[src/rtl/dps_utim64_arb_pkg.sv]
// Shared encodings for the dps_utim64 two-master arbiter: FSM states, owner ids, RW codes.
package dps_utim64_arb_pkg;

  typedef enum logic {
    ST_IDLE      = 1'b0,
    ST_READ_WAIT = 1'b1
  } state_t;

  // Owner ids double as the priority encoding (prio == id of the favoured master).
  localparam logic OWN_A    = 1'b0;
  localparam logic OWN_B    = 1'b1;

  localparam logic RW_READ  = 1'b0;
  localparam logic RW_WRITE = 1'b1;

  function automatic logic is_write(input logic rw);
    return rw == RW_WRITE;
  endfunction

endpackage

[src/rtl/dps_utim64_arb_rr.sv]
// Two-way round-robin grant: one-hot grant from the request vector and the prio bit.
// On accept the winner drops to lowest priority; otherwise the prio bit is held.
module dps_utim64_arb_rr
  import dps_utim64_arb_pkg::*;
(
  input  logic [1:0] i_req,
  input  logic       i_prio,
  input  logic       i_accept,
  output logic [1:0] o_gnt,
  output logic       o_next_prio
);

  always_comb begin
    o_gnt = 2'b00;
    unique case (i_req)
      2'b01:   o_gnt = 2'b01;
      2'b10:   o_gnt = 2'b10;
      2'b11:   o_gnt = (i_prio == OWN_B) ? 2'b10 : 2'b01;
      default: o_gnt = 2'b00;
    endcase
  end

  assign o_next_prio = i_accept ? (o_gnt[0] ? OWN_B : OWN_A) : i_prio;

endmodule

[src/rtl/dps_utim64_arbiter.sv]
// Round-robin arbiter sharing one dps_utim64 register port between masters A and B.
// Read-abort timeout is built only when DPS_UTIM64_ARB_TIMEOUT_EN is defined.
module dps_utim64_arbiter
  import dps_utim64_arb_pkg::*;
#(
  parameter int          P_TIMEOUT  = 255,
  parameter logic [31:0] P_ERR_DATA = 32'hFFFF_FFFF
) (
  input  logic        iCLOCK,
  input  logic        iRESET,
  input  logic        iMA_REQ_VALID,
  output logic        oMA_REQ_BUSY,
  input  logic        iMA_REQ_RW,
  input  logic [4:0]  iMA_REQ_ADDR,
  input  logic [31:0] iMA_REQ_DATA,
  output logic        oMA_REQ_VALID,
  output logic [31:0] oMA_REQ_DATA,
  input  logic        iMB_REQ_VALID,
  output logic        oMB_REQ_BUSY,
  input  logic        iMB_REQ_RW,
  input  logic [4:0]  iMB_REQ_ADDR,
  input  logic [31:0] iMB_REQ_DATA,
  output logic        oMB_REQ_VALID,
  output logic [31:0] oMB_REQ_DATA,
  output logic        oDEV_REQ_VALID,
  input  logic        iDEV_REQ_BUSY,
  output logic        oDEV_REQ_RW,
  output logic [4:0]  oDEV_REQ_ADDR,
  output logic [31:0] oDEV_REQ_DATA,
  input  logic        iDEV_REQ_VALID,
  input  logic [31:0] iDEV_REQ_DATA,
  output logic        oERR_TIMEOUT
);

  if ((P_TIMEOUT < 1) || (P_TIMEOUT > 65535)) begin : g_bad_timeout
    $error("P_TIMEOUT must be within 1..65535");
  end

  state_t      r_state;
  logic        r_owner;
  logic        r_prio;

  logic        w_idle;
  logic [1:0]  w_req;
  logic [1:0]  w_gnt;
  logic        w_accept;
  logic        w_acc_rd;
  logic        w_next_prio;
  logic        w_rsp;
  logic        w_tmo;
  logic        w_done;
  logic [31:0] w_rdat;

  assign w_idle = (r_state == ST_IDLE);
  // A busy device blocks the grant itself, so prio cannot move while it is busy.
  assign w_req  = (w_idle && !iDEV_REQ_BUSY) ? {iMB_REQ_VALID, iMA_REQ_VALID} : 2'b00;

  dps_utim64_arb_rr u_rr (
    .i_req       (w_req),
    .i_prio      (r_prio),
    .i_accept    (w_accept),
    .o_gnt       (w_gnt),
    .o_next_prio (w_next_prio)
  );

  assign w_accept       = |w_gnt;
  assign oDEV_REQ_VALID = w_accept;

  always_comb begin
    oDEV_REQ_RW   = RW_READ;
    oDEV_REQ_ADDR = '0;
    oDEV_REQ_DATA = '0;
    if (w_gnt[0]) begin
      oDEV_REQ_RW   = iMA_REQ_RW;
      oDEV_REQ_ADDR = iMA_REQ_ADDR;
      oDEV_REQ_DATA = iMA_REQ_DATA;
    end else if (w_gnt[1]) begin
      oDEV_REQ_RW   = iMB_REQ_RW;
      oDEV_REQ_ADDR = iMB_REQ_ADDR;
      oDEV_REQ_DATA = iMB_REQ_DATA;
    end
  end

  assign w_acc_rd     = w_accept && !is_write(oDEV_REQ_RW);
  assign oMA_REQ_BUSY = !w_idle || iDEV_REQ_BUSY || w_gnt[1];
  assign oMB_REQ_BUSY = !w_idle || iDEV_REQ_BUSY || w_gnt[0];

  // Responses only count while waiting; anything arriving in IDLE is dropped.
  assign w_rsp  = !w_idle && iDEV_REQ_VALID;
  assign w_done = w_rsp || w_tmo;
  assign w_rdat = w_rsp ? iDEV_REQ_DATA : P_ERR_DATA;

  assign oMA_REQ_VALID = w_done && (r_owner == OWN_A);
  assign oMB_REQ_VALID = w_done && (r_owner == OWN_B);
  assign oMA_REQ_DATA  = oMA_REQ_VALID ? w_rdat : '0;
  assign oMB_REQ_DATA  = oMB_REQ_VALID ? w_rdat : '0;
  assign oERR_TIMEOUT  = w_tmo;

  always_ff @(posedge iCLOCK or posedge iRESET) begin
    if (iRESET) begin
      r_state <= ST_IDLE;
      r_owner <= OWN_A;
      r_prio  <= OWN_A;
    end else begin
      r_prio <= w_next_prio;
      case (r_state)
        ST_IDLE: begin
          if (w_acc_rd) begin
            r_state <= ST_READ_WAIT;
            r_owner <= w_gnt[1] ? OWN_B : OWN_A;
          end
        end
        ST_READ_WAIT: begin
          if (w_done) r_state <= ST_IDLE;
        end
        default: r_state <= ST_IDLE;
      endcase
    end
  end

`ifdef DPS_UTIM64_ARB_TIMEOUT_EN
  localparam logic [15:0] LP_TMO_LAST = 16'(P_TIMEOUT - 1);

  logic [15:0] r_cnt;

  always_ff @(posedge iCLOCK or posedge iRESET) begin
    if (iRESET) begin
      r_cnt <= '0;
    end else if (w_acc_rd) begin
      r_cnt <= '0;
    end else if (!w_idle) begin
      r_cnt <= r_cnt + 16'd1;
    end
  end

  // A device response in the same cycle takes precedence over the abort.
  assign w_tmo = !w_idle && !iDEV_REQ_VALID && (r_cnt == LP_TMO_LAST);
`else
  assign w_tmo = 1'b0;
`endif

endmodule

[config.mk]
export PLATFORM = sky130hd
export DESIGN_NAME = dps_utim64_arbiter
export DESIGN_NICKNAME = d
export VERILOG_FILES = /design/src/rtl/dps_utim64_arb_pkg.sv /design/src/rtl/dps_utim64_arb_rr.sv /design/src/rtl/dps_utim64_arbiter.sv
export SDC_FILE = /design/constraint.sdc
export NUM_CORES = 1
export LEC_CHECK = 0
export CORE_ASPECT_RATIO = 0.5
export CORE_MARGIN = 5
export CORE_UTILIZATION = 20
export CTS_CLUSTER_DIAMETER = 60
export DETAILED_ROUTE_END_ITERATION = 8
export PLACE_DENSITY = 0.95
export SLEW_MARGIN = 20
export SYNTH_ARGS = -nofsm -noshare
export SYNTH_HDL_FRONTEND = slang
export SYNTH_HIERARCHICAL = 1
export SYNTH_SLANG_ARGS = --single-unit
[constraint.sdc]
create_clock -name iCLOCK -period 4.8 [get_ports iCLOCK]
set_clock_uncertainty 0.2 [all_clocks]
set_input_delay 0.48 -clock iCLOCK [delete_from_list [all_inputs] [get_ports iCLOCK]]
set_output_delay 0.48 -clock iCLOCK [all_outputs]
set_load 0.02 [all_outputs]
After elaboration in Yosys (flattened, before gate mapping)
Index checks and enable logic that the tools add are counted.
{ "totals": {"reg_bits": 3, "inputBits": 114, "out_inout_bits": 108, "word_cells": 37} }
{ "classes": {"eq_ne": 3, "n_mux": 17, "n_bitwise": 2, "reduce_logical": 12} }
{ "ops": {"columns": ["op", "n"], "rows": [
  ["2-to-1 mux 32 bit", 5],
  ["2-to-1 mux 5 bit", 2],
  ["2-to-1 mux 1 bit", 6],
  ["one-hot mux 2 bit (3 select lines)", 1],
  ["logical AND 1 bit", 5],
  ["== test 2 bit, second input constant", 2],
  ["2-to-1 mux 2 bit", 2],
  ["logical OR 1 bit", 3],
  ["== test 2 x 1 -> 1 bit, second input constant", 1],
  ["zero test 1 bit", 2],
  ["NOT 1 bit", 2],
  ["one-hot mux 1 bit (2 select lines)", 1],
  ["AND reduction 2 bit", 1],
  ["OR reduction 2 bit", 1]
]} }

Longest topological paths before layout
{ "logic_depth": {"word_depth": 11, "depth_mapped": 9, "mapped_depth_nobuf": 5} }

Hierarchy
The synthesis kept the hierarchy.
{ "by_module_without_submodules": {"columns": ["mod", "n_inst", "cells_per_inst", "area_each_um2"], "rows": [
  ["dps_utim64_arbiter", 1, 184, 1013.5],
  ["dps_utim64_arb_rr", 1, 4, 37.5]
]} }

Least setup slack after synthesis
Ideal clock, no wire load.
{ "synth_path": {"path_type": "register to output", "start": "reg r_state", "end": "out oDEV_REQ_DATA[11]", "arrival_ns": 1.876, "required_time_ns": 4.120, "slack_ns": 2.244, "path_stages_with_launch": 8, "path_buffers": 3, "path_cell_list": "dfrtp_1 > buf_2 > nor3b_1 > a21boi_0 > nor2b_2 > buf_4 > buf_6 > a22o_1"} }
{ "synth_between": {"elab_chain_len": 7, "word_cells_on_any_way": 9, "classes_between": "3 x eq/ne; 4 x mux; 1 x bitwise; 1 x reduce/logical"} }
{ "synth_rtl": {"columns": ["element", "line", "text"], "rows": [
  ["start: declaration", "dps_utim64_arbiter.sv:39", "state_t r_state;"],
  ["start signal: assignment", "dps_utim64_arbiter.sv:101", "r_state <= ST_IDLE;"],
  ["start signal: assignment", "dps_utim64_arbiter.sv:109", "r_state <= ST_READ_WAIT;"],
  ["start signal: assignment", "dps_utim64_arbiter.sv:114", "if (w_done) r_state <= ST_IDLE;"],
  ["NOT 1 bit (*)", null, null],
  ["logical AND 1 bit (*)", "dps_utim64_arbiter.sv:56", "assign w_req = (w_idle && !iDEV_REQ_BUSY) ? {iMB_REQ_VALID, iMA_REQ_VALID} : 2'b00;"],
  ["2-to-1 mux 2 bit (*)", "dps_utim64_arbiter.sv:56", null],
  ["via w_req[1]", "dps_utim64_arbiter.sv:44", "logic [1:0] w_req;"],
  ["== test 2 bit / == test 2 x 1 -> 1 bit (equally long branches)", "dps_utim64_arb_rr.sv:15", "unique case (i_req)"],
  ["one-hot mux 2 bit (3 select lines) (*)", "dps_utim64_arb_rr.sv:15", null],
  ["via w_gnt[1]", "dps_utim64_arbiter.sv:45", "logic [1:0] w_gnt;"],
  ["2-to-1 mux 32 bit (*)", "dps_utim64_arbiter.sv:77", "end else if (w_gnt[1]) begin"],
  ["2-to-1 mux 32 bit (*)", "dps_utim64_arbiter.sv:73", "if (w_gnt[0]) begin"],
  ["end: declaration", "dps_utim64_arbiter.sv:29", "output logic [31:0] oDEV_REQ_DATA,"]
]} }
The timed path passes the listed nets; every way through them passes the cells marked *.

Final worst setup path
{ "layout_path": {"start": "in iDEV_REQ_BUSY", "end": "out oDEV_REQ_ADDR[1]"} }
{ "layout_between": {"elab_chain_len": 7, "word_cells_on_any_way": 9, "classes_between": "3 x eq/ne; 4 x mux; 2 x reduce/logical"} }
{ "layout_rtl": {"columns": ["element", "line", "text"], "rows": [
  ["start: declaration", "dps_utim64_arbiter.sv:26", "input logic iDEV_REQ_BUSY,"],
  ["zero test 1 bit (*)", "dps_utim64_arbiter.sv:56", null],
  ["logical AND 1 bit (*)", "dps_utim64_arbiter.sv:56", null],
  ["2-to-1 mux 2 bit (*)", "dps_utim64_arbiter.sv:56", null],
  ["via w_req[1]", "dps_utim64_arbiter.sv:44", null],
  ["== test 2 bit / == test 2 x 1 -> 1 bit (equally long branches)", "dps_utim64_arb_rr.sv:15", null],
  ["one-hot mux 2 bit (3 select lines) (*)", "dps_utim64_arb_rr.sv:15", null],
  ["via w_gnt[1]", "dps_utim64_arbiter.sv:45", null],
  ["2-to-1 mux 5 bit (*)", "dps_utim64_arbiter.sv:77", null],
  ["2-to-1 mux 5 bit (*)", "dps_utim64_arbiter.sv:73", null],
  ["end: declaration", "dps_utim64_arbiter.sv:28", "output logic [4:0] oDEV_REQ_ADDR,"]
]} }
Marked as above.

==> flow_summary.ini <==
[finish]
area_growth_pct = 216
multi_input_area_um2 = 848
antenna_cells = 0
ff_latch_area_um2 = 75.1
drive_above_1_share = 0.0278
n_fill_cell = 417
final_nets = 510

[synth]
synth.avg_cell_area_um2 = 5.59
yosysSeqAreaShare = 0.0714
synth_edf_count = 0
synth_warnings = 6
synthCells = 188
yosys.area.top_type = a22o_1
syn_nets = 302
synthArstFlopShare = 1.00
syn-cell-area_um2 = 1050
synth_top_area_share = 0.300
yosys_most_used_dff = dfrtp_1
synth_cell_types = 24
ys_ff_latch = 3
ys_top_cells_by_count = 67 x nor2_1, 38 x nand2_1, 36 x a22o_1, 9 x buf_2, 7 x clkbuf_1
yosysMostFrequentCell = nor2_1
ys_top_cells_by_area = a22o_1 30%, nor2_1 24%, nand2_1 14%, dfrtp_1 7.1%, buf_2 4.3%

[floorplan]
core.rowCount = 18
die_h_um = 61.3
coreArea_um2 = 5000
die_x_um = 113
start_util = 0.210
ioPinCount = 222
die_area_um2 = 6890

[timing]
rsz0062_at_grt = false
max_freq_mhz = 236
period_share = 0.881
tns_ns = 0
relSlewSlack = 0.294
fin_ws_ns = 0.571
slew_violations = 0
worstMarginPinSlew_ns = 1.06
setup_viol = 0
whs_ns = 0.232
hold_viol = 0
timing.final.crit_period_ns = 4.23

[place]
io_buffers = 220
gp_congestion = 0.806
place_hpwl_um = 6310
pre_cts_slack_ns = 0.592

[drt]
vias = 2077
drt_wl_total_um = 7480
drc = 0
vias_per_cell = 4.47
wire_per_inst_um = 16.1
dr.first_iter.drc_count = 145
drtPass1Iterations = 4
ant_nets = 0

[clock_network]
clock-sinks = 3
htree_levels = 1
clock_path_buffers = 2
clockRootBuffer = clkbuf_8
cts_tree = done
ctsResizeCount = 0
hold_buffers = 0
clk_pin_slew_worst_paths_ns = 0.03
clock_latency_ns = 0.21
postCtsSetupRepairBufs = 0
cts_buffers = 3

[power]
pwr-share-clk = 0.084
ir_worst_vdd_mv = 0.124
p_leak_nw = 1.24
power.switching_fraction = 0.481
power.switching_mw = 0.417
combPwrFrac = 0.864
seq_power_share = 0.052
p_per_area_nw_per_um2 = 261
p_int_mw = 0.450

[run]
maxCapViolCount = 0

[run_status]
outcome = completed

[setup_path]
cp-start-kind = input port
worst_ep_required_time_ns = 4.12
path_class = input port to output pin
worstPathArrival_ns = 3.55
path_max_fanout = 25
cp-end-kind = output pin

[global_routing]
grt_pass1_vias = 2049
grtUsageTotal = 0.193
grt-ovfl-total = 0
grt_first_pass_wirelength_um = 10600
grt_max_degree = 46
antenna_found_initial = 0

[hold_path]
hp-class = input port to async pin
## critical path, cell delays in order
cell and delay (ns):
clkdlybuf4s50_1 0.44, nor3b_1 0.45, a21boi_0 0.51, nor2b_2 0.64, buf_12 0.25, a22o_1 0.15, clkdlybuf4s50_1 0.61
## metrics by stage
| step | utilization | cells | power, mW | cell area, µm² |
|---|---|---|---|---|
| 6_report | 0.664 | 465 | 0.867 | 3320 |
| 5_1_grt | 0.664 | 465 | 0.923 | 3320 |
| 3_3_place_gp | 0.655 | 461 | 0.788 | 3270 |
| 3_5_place_dp | 0.655 | 461 | 0.796 | 3270 |
| 2_1_floorplan | - | 188 | 0.436 | 1050 |
| 4_1_cts | 0.664 | 465 | 0.874 | 3320 |
## logic make-up (layout without fill, tap and decap cells)
logic type / after synthesis / count (layout) / synth area share
AND/OR/NAND/NOR: 114 / 114 / 0.436
AO/OA/AOI/OAI: 43 / 43 / 0.346
buffers and inverters: 26 / 233 / 0.129
flip-flops: 3 / 3 / 0.0714
other: 1 / 1 / 0.00357
multiplexers: 1 / 1 / 0.0143
## flip-flops by register name, indices dropped and copies added, names as in the netlist
register and count:
r_owner 1, r_state 1, r_prio 1
## metal layers
layer	GRT usage	vias up	part of all wire
li1	-	1046	-
met1	0.206	960	0.36
met2	0.413	67	0.59
met3	0.0314	4	0.047
met4	0.0377	0	0.0065
met5	0	-	0
## power groups by stage
stage                     sequential (mW)  clock [mW]  combinational, mW
final                              0.0452      0.0730              0.749
after CTS                          0.0451      0.0752              0.754
after global routing               0.0463      0.0802              0.797
after floorplan                    0.0416           0              0.394
after detailed placement           0.0454           0              0.751
after global placement             0.0448           0              0.743
## cells in the final DEF (no fill, tap or decap), types with 2 or more instances in the layout
cell type	count
dfrtp_1	3
nand2_1	38
or3_1	2
nor2_1	67
nor3b_1	2
inv_1	4
clkdlybuf4s50_1	220
clkbuf_8	3
a22o_1	36
a21oi_1	2
buf_4	3
nand2b_1	2
## path summary, 6_finish.rpt
check                                   end  cells past startpoint          start  slack (ns)
max                        oDEV_REQ_ADDR[1]                      7  iDEV_REQ_BUSY        0.57
min                                 r_state                      2         iRESET        0.23
max reg2reg                         r_state                      6        r_state        2.05
min reg2reg                         r_owner                      2        r_owner        0.37
max in group asynchronous           r_owner                      2         iRESET        4.04
min in group iCLOCK                 r_owner                      2        r_owner        0.37
## final cells by class
cell class	count	share of cell area
multi-input cells	159	0.256
repair buffers	224	0.676
flip-flops and latches	3	0.0226
well taps	70	0.0264
clock buffers	4	0.0136
inverters	5	0.00565
(Power assumes the default switching activity.)
